[src/rtl/if_pkg.sv]
// Shared types and default parameters for the instr_fetch_q fetch stage.
package if_pkg;

  localparam int              DEF_AW       = 8;
  localparam int              DEF_IW       = 32;
  localparam int              DEF_DEPTH    = 4;
  localparam logic [DEF_AW-1:0] DEF_RESET_PC = '0;

  // Layout of one prefetch slot at the default widths.
  typedef struct packed {
    logic [DEF_IW-1:0] instr;
    logic [DEF_AW-1:0] pc;
  } if_entry_t;

  // Width of an occupancy counter that must reach `depth` inclusive.
  function automatic int count_width(input int depth);
    return $clog2(depth + 1);
  endfunction

endpackage

[src/rtl/if_fifo.sv]
// Synchronous prefetch FIFO with flush; flush and reset outrank push.
module if_fifo
  import if_pkg::*;
#(
  parameter int  DEPTH   = DEF_DEPTH,
  parameter type entry_t = if_entry_t,
  localparam int CW      = count_width(DEPTH)
) (
  input  logic          clk1,
  input  logic          rst,
  input  logic          flush,
  input  logic          push,
  input  entry_t        push_data,
  input  logic          pop,
  output logic [CW-1:0] count,
  output entry_t        head
);

  localparam int PW = $clog2(DEPTH);

  entry_t        mem [DEPTH];
  logic [PW-1:0] wr_ptr;
  logic [PW-1:0] rd_ptr;
  logic          do_push;
  logic          do_pop;

  assign do_pop  = pop && (count != '0);
  assign do_push = push && (do_pop || (count != CW'(DEPTH)));

  // NOTE: sequential state uses non-blocking assignments so every register
  // samples its inputs from before the edge, independent of statement order.
  always_ff @(posedge clk1) begin
    if (rst || flush) begin
      wr_ptr <= '0;
      rd_ptr <= '0;
      count  <= '0;
    end else begin
      if (do_push) wr_ptr <= wr_ptr + 1'b1;
      if (do_pop)  rd_ptr <= rd_ptr + 1'b1;
      case ({do_push, do_pop})
        2'b10:   count <= count + 1'b1;
        2'b01:   count <= count - 1'b1;
        default: count <= count;
      endcase
    end
  end

  // NOTE: the storage array is deliberately not reset; count gates every read,
  // so stale slots are never observed and the array maps onto plain RAM/regs.
  always_ff @(posedge clk1) begin
    if (do_push) mem[wr_ptr] <= push_data;
  end

  assign head = mem[rd_ptr];

endmodule

[src/rtl/instr_fetch_q.sv]
// Decoupled instruction-fetch stage: PC, 1-cycle imem requests, prefetch FIFO.
// Optional: define IF_STALL_CNT_EN to add the 16-bit saturating stall_cnt output.
module instr_fetch_q
  import if_pkg::*;
#(
  parameter int            AW       = DEF_AW,
  parameter int            IW       = DEF_IW,
  parameter int            DEPTH    = DEF_DEPTH,
  parameter logic [AW-1:0] RESET_PC = AW'(DEF_RESET_PC),
  parameter int            PC_STEP  = 1
) (
  input  logic          clk1,
  input  logic          rst,
  input  logic          redirect,
  input  logic [AW-1:0] redirect_pc,
  output logic          imem_req,
  output logic [AW-1:0] imem_addr,
  input  logic [IW-1:0] imem_rdata,
  output logic          out_valid,
  input  logic          out_ready,
  output logic [IW-1:0] out_instr,
  output logic [AW-1:0] out_pc,
  output logic [AW-1:0] out_npc
`ifdef IF_STALL_CNT_EN
  ,
  output logic [15:0]   stall_cnt
`endif
);

  typedef struct packed {
    logic [IW-1:0] instr;
    logic [AW-1:0] pc;
  } entry_t;

  localparam int            CW   = count_width(DEPTH);
  localparam logic [AW-1:0] STEP = AW'(PC_STEP);

  logic [AW-1:0] fetch_pc;
  logic [AW-1:0] req_pc;
  logic          rsp_pending;
  logic [CW-1:0] count;
  entry_t        push_data;
  entry_t        head;
  logic          pop;

  // Counting in-flight responses as occupied keeps the FIFO from ever
  // overflowing, at the cost of one idle slot when decode pops same-cycle.
  assign imem_req  = !rst && !redirect &&
                     ((int'(count) + int'(rsp_pending)) < DEPTH);
  assign imem_addr = fetch_pc;

  always_ff @(posedge clk1) begin
    if (rst) begin
      fetch_pc    <= RESET_PC;
      rsp_pending <= 1'b0;
    end else if (redirect) begin
      fetch_pc    <= redirect_pc;
      rsp_pending <= 1'b0;
    end else begin
      rsp_pending <= imem_req;
      if (imem_req) fetch_pc <= fetch_pc + STEP;
    end
  end

  // PC of the request whose data returns next cycle.
  always_ff @(posedge clk1) begin
    if (imem_req) req_pc <= fetch_pc;
  end

  assign push_data.instr = imem_rdata;
  assign push_data.pc    = req_pc;
  assign pop             = out_valid && out_ready;

  if_fifo #(
    .DEPTH   (DEPTH),
    .entry_t (entry_t)
  ) u_fifo (
    .clk1      (clk1),
    .rst       (rst),
    .flush     (redirect),
    .push      (rsp_pending && !redirect),
    .push_data (push_data),
    .pop       (pop),
    .count     (count),
    .head      (head)
  );

  assign out_valid = (count != '0);
  assign out_instr = head.instr;
  assign out_pc    = head.pc;
  assign out_npc   = head.pc + STEP;

`ifdef IF_STALL_CNT_EN
  // Back-pressure cycles; survives redirects, saturates instead of wrapping.
  always_ff @(posedge clk1) begin
    if (rst) begin
      stall_cnt <= '0;
    end else if (out_valid && !out_ready && (stall_cnt != 16'hFFFF)) begin
      stall_cnt <= stall_cnt + 16'd1;
    end
  end
`endif

endmodule
[config.mk]
export PLATFORM = sky130hd
export DESIGN_NAME = instr_fetch_q
export DESIGN_NICKNAME = d
export VERILOG_FILES = /design/src/rtl/if_pkg.sv /design/src/rtl/if_fifo.sv /design/src/rtl/instr_fetch_q.sv
export SDC_FILE = /design/constraint.sdc
export NUM_CORES = 1
export LEC_CHECK = 0
export ABC_AREA = 0
export BUFFER_PORTS_ARGS = -buffer_cell sky130_fd_sc_hd__buf_2
export CAP_MARGIN = 5
export CORE_UTILIZATION = 45
export DETAILED_ROUTE_END_ITERATION = 10
export GPL_TIMING_DRIVEN = 1
export PLACE_DENSITY_LB_ADDON = 0.12
export SLEW_MARGIN = 10
export SYNTH_ARGS = -nofsm -noshare
export SYNTH_HDL_FRONTEND = slang
export SYNTH_SLANG_ARGS = --single-unit
[constraint.sdc]
create_clock -name clk1 -period 7.25 [get_ports clk1]
set_input_delay 1.0875 -clock clk1 [delete_from_list [all_inputs] [get_ports clk1]]
set_output_delay 1.0875 -clock clk1 [all_outputs]
set_load 0.05 [all_outputs]
==> results of run 1 <==
-- metrics by stage --
step           power [uW]  worst slack [ps]  hold slack [ps]
6_report             2200              3310              496
5_1_grt              2270              3080              523
4_1_cts              2220              3200              504
3_5_place_dp         1350              3440              492
3_3_place_gp         1350              3490              468
2_1_floorplan        1310              3670              459
-- layout make-up --
class                           count  area (sq um)
Inverter                           12          45.0
Timing Repair Buffer              106           543
Clock buffer                       26           542
Tap cell                          211           264
Sequential cell                   186          5410
Multi-Input combinational cell    134          1530
Clock inverter                      6          32.5
Fill cell                        1205          6890
Antenna cell                        1          2.50
-- routing by layer --
| metal | GRT usage | vias up | wire length (microns) |
|---|---|---|---|
| met5 | 0 | - | 0 |
| met4 | 0.0721 | 0 | 195 |
| met3 | 0.0369 | 13 | 634 |
| met2 | 0.267 | 106 | 6050 |
| met1 | 0.196 | 1773 | 5040 |
| li1 | - | 1615 | - |
-- state kept, by name (all words and copies together), names as in the netlist, named ones only --
register / count
imem_addr: 8
req_pc: 8
rsp_pending: 1
u_fifo.rd_ptr: 2
u_fifo.mem: 160
u_fifo.count: 3
u_fifo.wr_ptr: 2
-- how the worst min path moves through the flow --
| stage | endpoint | slack (ps) | cells after the start |
|---|---|---|---|
| 3_3_place_gp | u_fifo.mem[2][3] | 470 | 0 |
| 2_1_floorplan | u_fifo.mem[0][0] | 460 | 0 |
| 4_1_cts | u_fifo.mem[1][6] | 500 | 0 |
| 3_5_place_dp | u_fifo.mem[0][6] | 490 | 0 |
| 6_report | u_fifo.mem[0][6] | 500 | 0 |
| 5_1_grt | u_fifo.mem[2][0] | 520 | 0 |
-- cell usage in the layout (no fill, tap or decap), types with 6 or more instances in the layout --
cell type  netlist  final
buf_2            5    101
dfxtp_1         18     16
clkbuf_16        0     19
nor2_1          16     16
inv_1           11     11
mux4_2          40     40
ha_1             6      6
edfxtp_1       168    168
a21oi_1          8      8
nand2_1          6      6
xnor2_1          7      7
nand3_1          6      6
-- logic make-up after synthesis --
| group | Yosys count |
|---|---|
| flip-flops | 186 |
| XOR/XNOR | 10 |
| multiplexers | 43 |
| AND/OR/NAND/NOR | 48 |
| AO/OA/AOI/OAI | 26 |
| adder cells (fa/ha/maj) | 7 |
| buffers and inverters | 27 |
-- critical path, cell delays in order, from the launching register on --
cell and delay, ps:
dfxtp_4 890, mux4_2 650, and2_1 210, and3_1 200, nand3_1 100, xnor2_1 110, buf_2 280
-- power by group --
| group | switching (uW) | leakage (uW) | internal, uW |
|---|---|---|---|
| sequential | 11.5 | 0.00167 | 1180 |
| clock | 358 | 0.000286 | 514 |
| combinational | 90.3 | 0.000893 | 38.7 |
==> flow_summary_export.csv, run 1 <==
group,metric,value,unit
routing,drc,0,
logic_synthesis,netlist_area,0.00707,sq mm
floorplanning,io_pins,102,
final_layout,utilization,0.549,
hold_path,min_path_type,"flop to flop",
setup_path,crit_fanout,40,
cts,insertion_delay,420,ps
timing,fmax,254,MHz
hold_path,min_from,"req_pc[6]",
final_layout,final_area,0.00837,sq mm
cts,hold_buffers,0,
cts,root_buffer,"clkbuf_16",
setup_path,ff2ff_setup_slack,5170,ps
setup_path,endpoint_kind,"primary output",
outcome,status,"completed",
flow_run,cap_viol_max_count,0,
cts,clkTransAtPathRegs,60,ps
logic_synthesis,synth_edf_count,168,
timing,fin_crit,3940,ps
logic_synthesis,synth_xor_area_frac,0.0124,
pwr,p_leak,0.00285,uW
setup_path,setup.worst_path.start_class,"flop",
routing,drt_wl_total,11.9,mm
logic_synthesis,synthTopCellsByCount,"edfxtp_1 (168), mux4_2 (40), dfxtp_1 (18)",
logic_synthesis,seq_area_frac_synth,0.765,
grt,antenna_found_initial,1,
setup_path,cp.arrival,2850,ps
cts,clock_path_buffers,2,
cts,numCtsBuffers,17,
logic_synthesis,yosys_register_bits,186,
timing,tns,0,ps
cts,cts.sinks,186,
floorplanning,die_h,127,microns
timing,slew_violations,0,
final_layout,nets,508,
floorplanning,initial_core_util,0.463,
routing,vias,3507,
grt,grt_overflow_total,0,
setup_path,required,6160,ps
setup_path,worst_setup_path_endpoint,"out_npc[7]",
place,dpl.cell_count,649,
floorplanning,dieArea,0.0162,sq mm
grt,grt_pass1_wl,18.8,mm
logic_synthesis,synth_top_area_frac,0.714,
place,portBuffers,101,
floorplanning,core_area,0.0153,sq mm
place,placed_cell_area,0.00780,sq mm
routing,vias_per_cell,5.14,
logic_synthesis,synth_area_leader_cell,"edfxtp_1",
pwr,p_per_area,262,mW/mm^2
setup_path,path_class,"flop to primary output",
logic_synthesis,synth.most_common_cell,"edfxtp_1",
timing,rsz0062_at_grt,"no",
final_layout,area_growth,18.5,%
cts,cts.repair.resized,0,
timing,setup_viol,0,
logic_synthesis,synth_warnings,0,
cts,cts_htree_levels,4,
routing,first_iter_violations,259,
timing,tightest_slew,837,ps
logic_synthesis,yosys.area_share.adder,0.0135,
final_layout,drive_gt1_frac,0.391,
logic_synthesis,ys_types,40,
floorplanning,num_rows,45,
timing,period_share,0.543,
logic_synthesis,synthMuxAreaShare,0.132,
final_layout,final_cells,682,
setup_path,r2r_end,"u_fifo.count[2]",
logic_synthesis,synth-compound-area-share,0.0239,
floorplanning,die-width,127,microns
routing,antenna_left,0,
cts,cts_tree,"done",
place,gp_congestion,0.801,
timing,relSlewSlack,0.442,
setup_path,reg2reg_depth,6,
routing,dr.pass1.iters,4,
grt,track_usage,0.159,
timing,hold_violations,0,
logic_synthesis,synth_top_family_by_area,"multiplexers",
logic_synthesis,synthArstFlopShare,0,
pwr,max-vdd-ir-drop,168,uV
logic_synthesis,synthSimpleGateAreaFrac,0.0347,
place,post-dp-hpwl,7.11,mm
logic_synthesis,synthFlopType,"edfxtp_1",
logic_synthesis,syn_inst,347,
logic_synthesis,synthTopCellsByArea,"edfxtp_1 (71%), mux4_2 (13%), dfxtp_1 (5.1%), ha_1 (1.1%), xnor2_1 (0.87%)",
setup_path,r2r-start,"u_fifo.count[1]",
routing,wl_per_cell,17.5,microns
logic_synthesis,synth.avg_cell_area,20.4,sq um
grt,grt_pass1_vias,3627,
logic_synthesis,synth_nets,398,
cts,cts_setup_buffers,0,
grt,grt_max_degree,41,
timing,skew,5.21,ps
Note: power is estimated with default switching activity, not from simulation.
==> run 2: changes to the inputs <==
Settings changed: ABC_AREA 0 to 1.
Clock period 7.25 ns to 4.06 ns, I/O delays scaled along.
==> flow_summary_export.csv, run 2 <==
group,metric,value,unit
logic_synthesis,synthFlopType,"edfxtp_1",
logic_synthesis,ys_types,28,
timing,setup_slack,623,ps
hold_path,worstHoldPathCells,1,
setup_path,crit_path_top_delay_cell,"inv_2",
grt,antenna_found_initial,0,
pwr,max-vdd-ir-drop,295,uV
pwr,power.switching,873,uW
final_layout,layout_common_cells,"edfxtp_1 (168), buf_2 (101), nand2_1 (92)",
routing,drc,0,
pwr,p_per_area,457,mW/mm^2
final_layout,utilization,0.546,
logic_synthesis,synth_edf_count,168,
logic_synthesis,synthArstFlopShare,0,
routing,vias,4836,
floorplanning,core_area,0.0161,sq mm
final_layout,largest_register_ff_count,160,
grt,grt_pass1_vias,4591,
routing,wl_per_cell,15.7,microns
place,post-dp-hpwl,8.88,mm
timing,fin_crit,3440,ps
cts,root_buffer,"clkbuf_16",
place,portBuffers,101,
logic_synthesis,synth.most_common_cell,"edfxtp_1",
cts,clock_path_buffers,2,
timing,period_share,0.846,
logic_synthesis,syn_inst,616,
setup_path,crit_chain,"inv_2, nand2_1, nand2_1, nand2_1, nand2_1, ha_1, inv_1, nor2_2, a21oi_1, a21oi_1, buf_2",
setup_path,ff2ff_setup_slack,1890,ps
floorplanning,die-width,131,microns
setup_path,setup.worst_path.start_class,"flop",
place,gp_congestion,0.760,
hold_path,hold_end,"u_fifo.mem[3][18]",
final_layout,num_antenna_cells,0,
pwr,power.total,4010,uW
timing,rsz0062_at_grt,"no",
grt,grt_overflow_total,0,
logic_synthesis,synth_warnings,0,
final_layout,final_common_cell,"edfxtp_1",
logic_synthesis,yosys_register_bits,186,
setup_path,crit_path_max_incr_delay,620,ps
timing,slew_violations,0,
grt,gr-usage-met1,0.214,
cts,numCtsBuffers,17,
logic_synthesis,synthTopCellsByCount,"edfxtp_1 (168), nand2_1 (92), nor2_1 (89)",
logic_synthesis,netlist_area,0.00747,sq mm
setup_path,cpMostUsedCell,"nand2_1",
floorplanning,num_rows,46,
final_layout,regArea,0.00541,sq mm
pwr,netSwitchingFraction,0.218,
logic_synthesis,synthTopCellsByArea,"edfxtp_1 (68%), o21ai_0 (5.0%), dfxtp_1 (4.8%), nand2_1 (4.6%), nor2_1 (4.5%)",
flow_run,cap_viol_max_count,0,
floorplanning,dieArea,0.0171,sq mm
final_layout,fill_cells,1399,
setup_path,reg2reg_depth,6,
setup_path,r2r_end,"u_fifo.mem[0][21]",
routing,antenna_left,0,
final_layout,drive_gt1_frac,0.226,
cts,cts_htree_levels,4,
setup_path,crit_fanout,47,
cts,insertion_delay,420,ps
grt,track_usage,0.183,
timing,setup_viol,0,
final_layout,regMostFlops,"u_fifo.mem",
routing,drt_wl_total,14.9,mm
setup_path,endpoint_kind,"primary output",
grt,grt_pass1_wl,23.0,mm
grt,grt_use_met3,0.0395,
hold_path,min_from,"imem_rdata[10]",
pwr,p_leak,0.00332,uW
pwr,pwr-share-clk,0.403,
grt,grt_max_degree,71,
logic_synthesis,synth_nets,667,
setup_path,cp.arrival,2830,ps
hold_path,min_path_type,"input port to flop",
timing,tns,0,ps
grt,busiest_layer,"met2",
final_layout,area_growth,17.5,%
timing,skew,6.72,ps
grt,grt.met2_usage,0.330,
pwr,p_comb_frac,0.066,
final_layout,nets,768,
timing,relSlewSlack,0.472,
final_layout,multi_input_area,0.00179,sq mm
pwr,p_int,3140,uW
place,dp_slack,1080,ps
floorplanning,initial_core_util,0.465,
cts,cts.repair.resized,0,
timing,fmax,291,MHz
logic_synthesis,synth_area_leader_cell,"edfxtp_1",
pwr,seqPwrFrac,0.532,
cts,cts_setup_buffers,0,
timing,tightest_slew,791,ps
timing,hold_violations,0,
floorplanning,io_pins,102,
logic_synthesis,seq_area_frac_synth,0.724,
setup_path,r2r-start,"u_fifo.count[2]",
routing,vias_per_cell,5.11,
routing,first_iter_violations,284,
outcome,status,"completed",
cts,clkTransAtPathRegs,60,ps
setup_path,path_class,"flop to primary output",
routing,dr.pass1.iters,5,
logic_synthesis,synth_top_area_frac,0.675,
logic_synthesis,synth.avg_cell_area,12.1,sq um
setup_path,required,3450,ps
floorplanning,die_h,131,microns
timing,hold_ws,398,ps
cts,cts_tree,"done",
cts,hold_buffers,0,
cts,cts.sinks,186,
## run 2: cell count changes after synthesis, moves of 6 or more
cell and change:
and2_1 -7, nand3_1 +21, clkbuf_1 +6, nor2_1 +73, o22ai_1 +32, nand2_1 +86, xnor2_1 -7, o21ai_0 +69
nand2_2 +9, buf_2 +6, inv_1 +27, mux4_2 -40
## run 2: critical path: cells and delay by family, from the launching register on
family / cells / cell delay, ps
flops: 1 / 420
compound gates: 2 / 220
buf+inv: 3 / 960
fa+ha+maj: 1 / 180
simple gates: 5 / 630
## run 2: how the worst max path moves through the flow
stage,end,depth (start not counted),startpoint
finish,out_npc[4],11,flop
global route,out_npc[4],11,flop
CTS,out_npc[4],11,flop
detailed placement,out_npc[4],11,flop
global placement,out_npc[4],11,flop
floorplan,u_fifo.mem[0][0],4,redirect
## run 2: metal layers
metal / up-vias / wire [microns]
met5: - / 0
met4: 0 / 188
met3: 13 / 559
met2: 98 / 7670
met1: 2348 / 6460
li1: 2377 / -
## run 2: logic make-up after synthesis
family                     Yosys count  synth area share
DFF                                186             0.724
xor gates and xnor gates             2           0.00235
AOI/OAI and AO/OA                  125            0.0923
buffers and inverters               69            0.0412
adders and majority gates            7            0.0127
and+or+nand+nor                    227             0.128
## run 2: final cells by class
cell class / count / share of cell area
Clock buffer: 19 / 0.0494
Clock inverter: 13 / 0.0174
Inverter: 42 / 0.0180
Multi-Input combinational cell: 361 / 0.204
Sequential cell: 186 / 0.616
Tap cell: 216 / 0.0308
Timing Repair Buffer: 109 / 0.0645
## run 2: power groups by stage
stage	combinational (uW)	sequential, uW	clock [uW]
floorplan	163	2190	0
global route	285	2140	1720
detailed placement	265	2170	0
finish	263	2130	1620
global placement	260	2170	0
CTS	265	2130	1650
## run 2: through the flow
| step | area, sq um | cells |
|---|---|---|
| 2_1_floorplan | 7470 | 616 |
| 3_3_place_gp | 8190 | 914 |
| 3_5_place_dp | 8190 | 914 |
| 4_1_cts | 8770 | 946 |
| 5_1_grt | 8770 | 946 |
| 6_report | 8770 | 946 |
==> run 3: changes to the inputs <==
Clock period 4.06 ns to 3.1 ns, I/O delays scaled along.
==> flow_summary_export.csv, run 3 (synthesized netlist as in run 2, its figures left out) <==
group,metric,value,unit
cts,hold_buffers,0,
final_layout,final_area,0.00878,sq mm
final_layout,nets,770,
timing,fin_crit,2940,ps
floorplanning,io_pins,102,
routing,vias_per_cell,5.11,
grt,antenna_found_initial,0,
timing,skew,5.57,ps
final_layout,multi_input_area,0.00179,sq mm
cts,cts_tree,"done",
final_layout,regArea,0.00541,sq mm
setup_path,crit_path_max_incr_delay,480,ps
setup_path,crit_path_top_delay_cell,"dfxtp_2",
cts,cts.sinks,186,
routing,drc,0,
pwr,p_leak,0.00333,uW
routing,drt_wl_total,15.3,mm
hold_path,min_from,"imem_rdata[26]",
floorplanning,dieArea,0.0171,sq mm
timing,tightest_slew,657,ps
final_layout,drive_gt1_frac,0.232,
place,portBuffers,101,
setup_path,crit_chain,"buf_4, buf_4, o21ai_0, o22ai_1, buf_2",
floorplanning,die_h,131,microns
setup_path,setup.worst_path.start_class,"flop",
timing,hold_violations,0,
cts,root_buffer,"clkbuf_16",
outcome,status,"completed",
cts,clock_path_buffers,2,
grt,grt_overflow_total,0,
grt,track_usage,0.188,
floorplanning,die-width,131,microns
final_layout,area_growth,17.6,%
timing,tns,0,ps
routing,wl_per_cell,16.1,microns
routing,dr.pass1.iters,5,
place,placed_cell_area,0.00820,sq mm
routing,first_iter_violations,338,
setup_path,cp.arrival,2470,ps
pwr,power.total,5240,uW
grt,grt_pass1_wl,23.9,mm
final_layout,fill_cells,1367,
final_layout,regMostFlops,"u_fifo.mem",
cts,insertion_delay,420,ps
final_layout,final_common_cell,"edfxtp_1",
grt,busiest_layer,"met2",
hold_path,min_path_type,"input port to flop",
timing,relSlewSlack,0.562,
final_layout,layout_common_cells,"edfxtp_1 (168), buf_2 (101), nand2_1 (92)",
cts,clkTransAtPathRegs,60,ps
setup_path,path_class,"flop to primary output",
setup_path,worst-path-buf-inv,3,
timing,slew_violations,0,
setup_path,crit_family,"buffers and inverters",
setup_path,r2r-start,"u_fifo.count[1]",
timing,fmax,340,MHz
setup_path,cpMostUsedCell,"buf_4",
pwr,p_per_area,597,mW/mm^2
timing,period_share,0.948,
final_layout,largest_register_ff_count,160,
grt,grt.met2_usage,0.331,
floorplanning,num_rows,46,
cts,numCtsBuffers,17,
grt,gr-usage-met1,0.226,
place,post-dp-hpwl,9.16,mm
setup_path,crit_fanout,44,
flow_run,cap_viol_max_count,0,
floorplanning,initial_core_util,0.465,
grt,grt_max_degree,45,
grt,grt_pass1_vias,4874,
timing,setup_slack,163,ps
setup_path,endpoint_kind,"primary output",
final_layout,num_antenna_cells,0,
routing,vias,4849,
timing,hold_ws,259,ps
place,gp_congestion,0.790,
pwr,max-vdd-ir-drop,359,uV
routing,antenna_left,0,
place,dp_slack,638,ps
setup_path,required,2630,ps
floorplanning,core_area,0.0161,sq mm
grt,grt_use_met3,0.0383,
cts,cts_htree_levels,4,
timing,rsz0062_at_grt,"no",
timing,setup_viol,0,
-- run 3: per-layer routing --
metal / part of all wire / wire, microns / up-vias
li1: - / - / 2381
met5: 0 / 0 / -
met1: 0.44 / 6750 / 2345
met4: 0.013 / 205 / 0
met2: 0.51 / 7800 / 105
met3: 0.036 / 548 / 18
-- run 3: stage by stage --
stage               std cells  utilization
global placement          916        0.511
global route              948        0.547
finish                    948        0.547
floorplan                 616            -
detailed placement        916        0.511
CTS                       948        0.547
-- run 3: layout make-up --
type	instances	area share
inverters	42	0.0182
clock buffers	17	0.0485
flip-flops and latches	186	0.616
clock inverters	15	0.0171
multi-input cells	361	0.203
repair buffers	111	0.0661
well taps	216	0.0308
-- run 3: path summary, 6_finish.rpt --
kind                             to  slack [ps]  cells after the start
setup / recovery       out_instr[8]         160                      5
hold / removal    u_fifo.mem[2][34]         260                      1
setup reg to reg    u_fifo.count[2]        1240                      9
hold reg to reg                flop         460                      2
-- run 3: power by group --
part / total, uW / switching (uW) / internal, uW
logic: 346 / 262 / 83.9
registers: 2790 / 25.4 / 2770
clock network: 2100 / 912 / 1190
total: 5240 / 1200 / 4040
-- run 3: repair_timing --
item	CTS	global route
buffers inserted	0	0
endpoints found under the setup margin	0	2
gates resized for setup	0	2
-- run 3: worst register-to-register path: stages (launching register included) --
cell and delay, ps:
dfxtp_1 340, nor2_1 170, nand2_1 90, nand2_2 250, nand2_2 120, fa_1 400, inv_1 70, nand4_1 100
a21oi_1 140, nor2_1 60
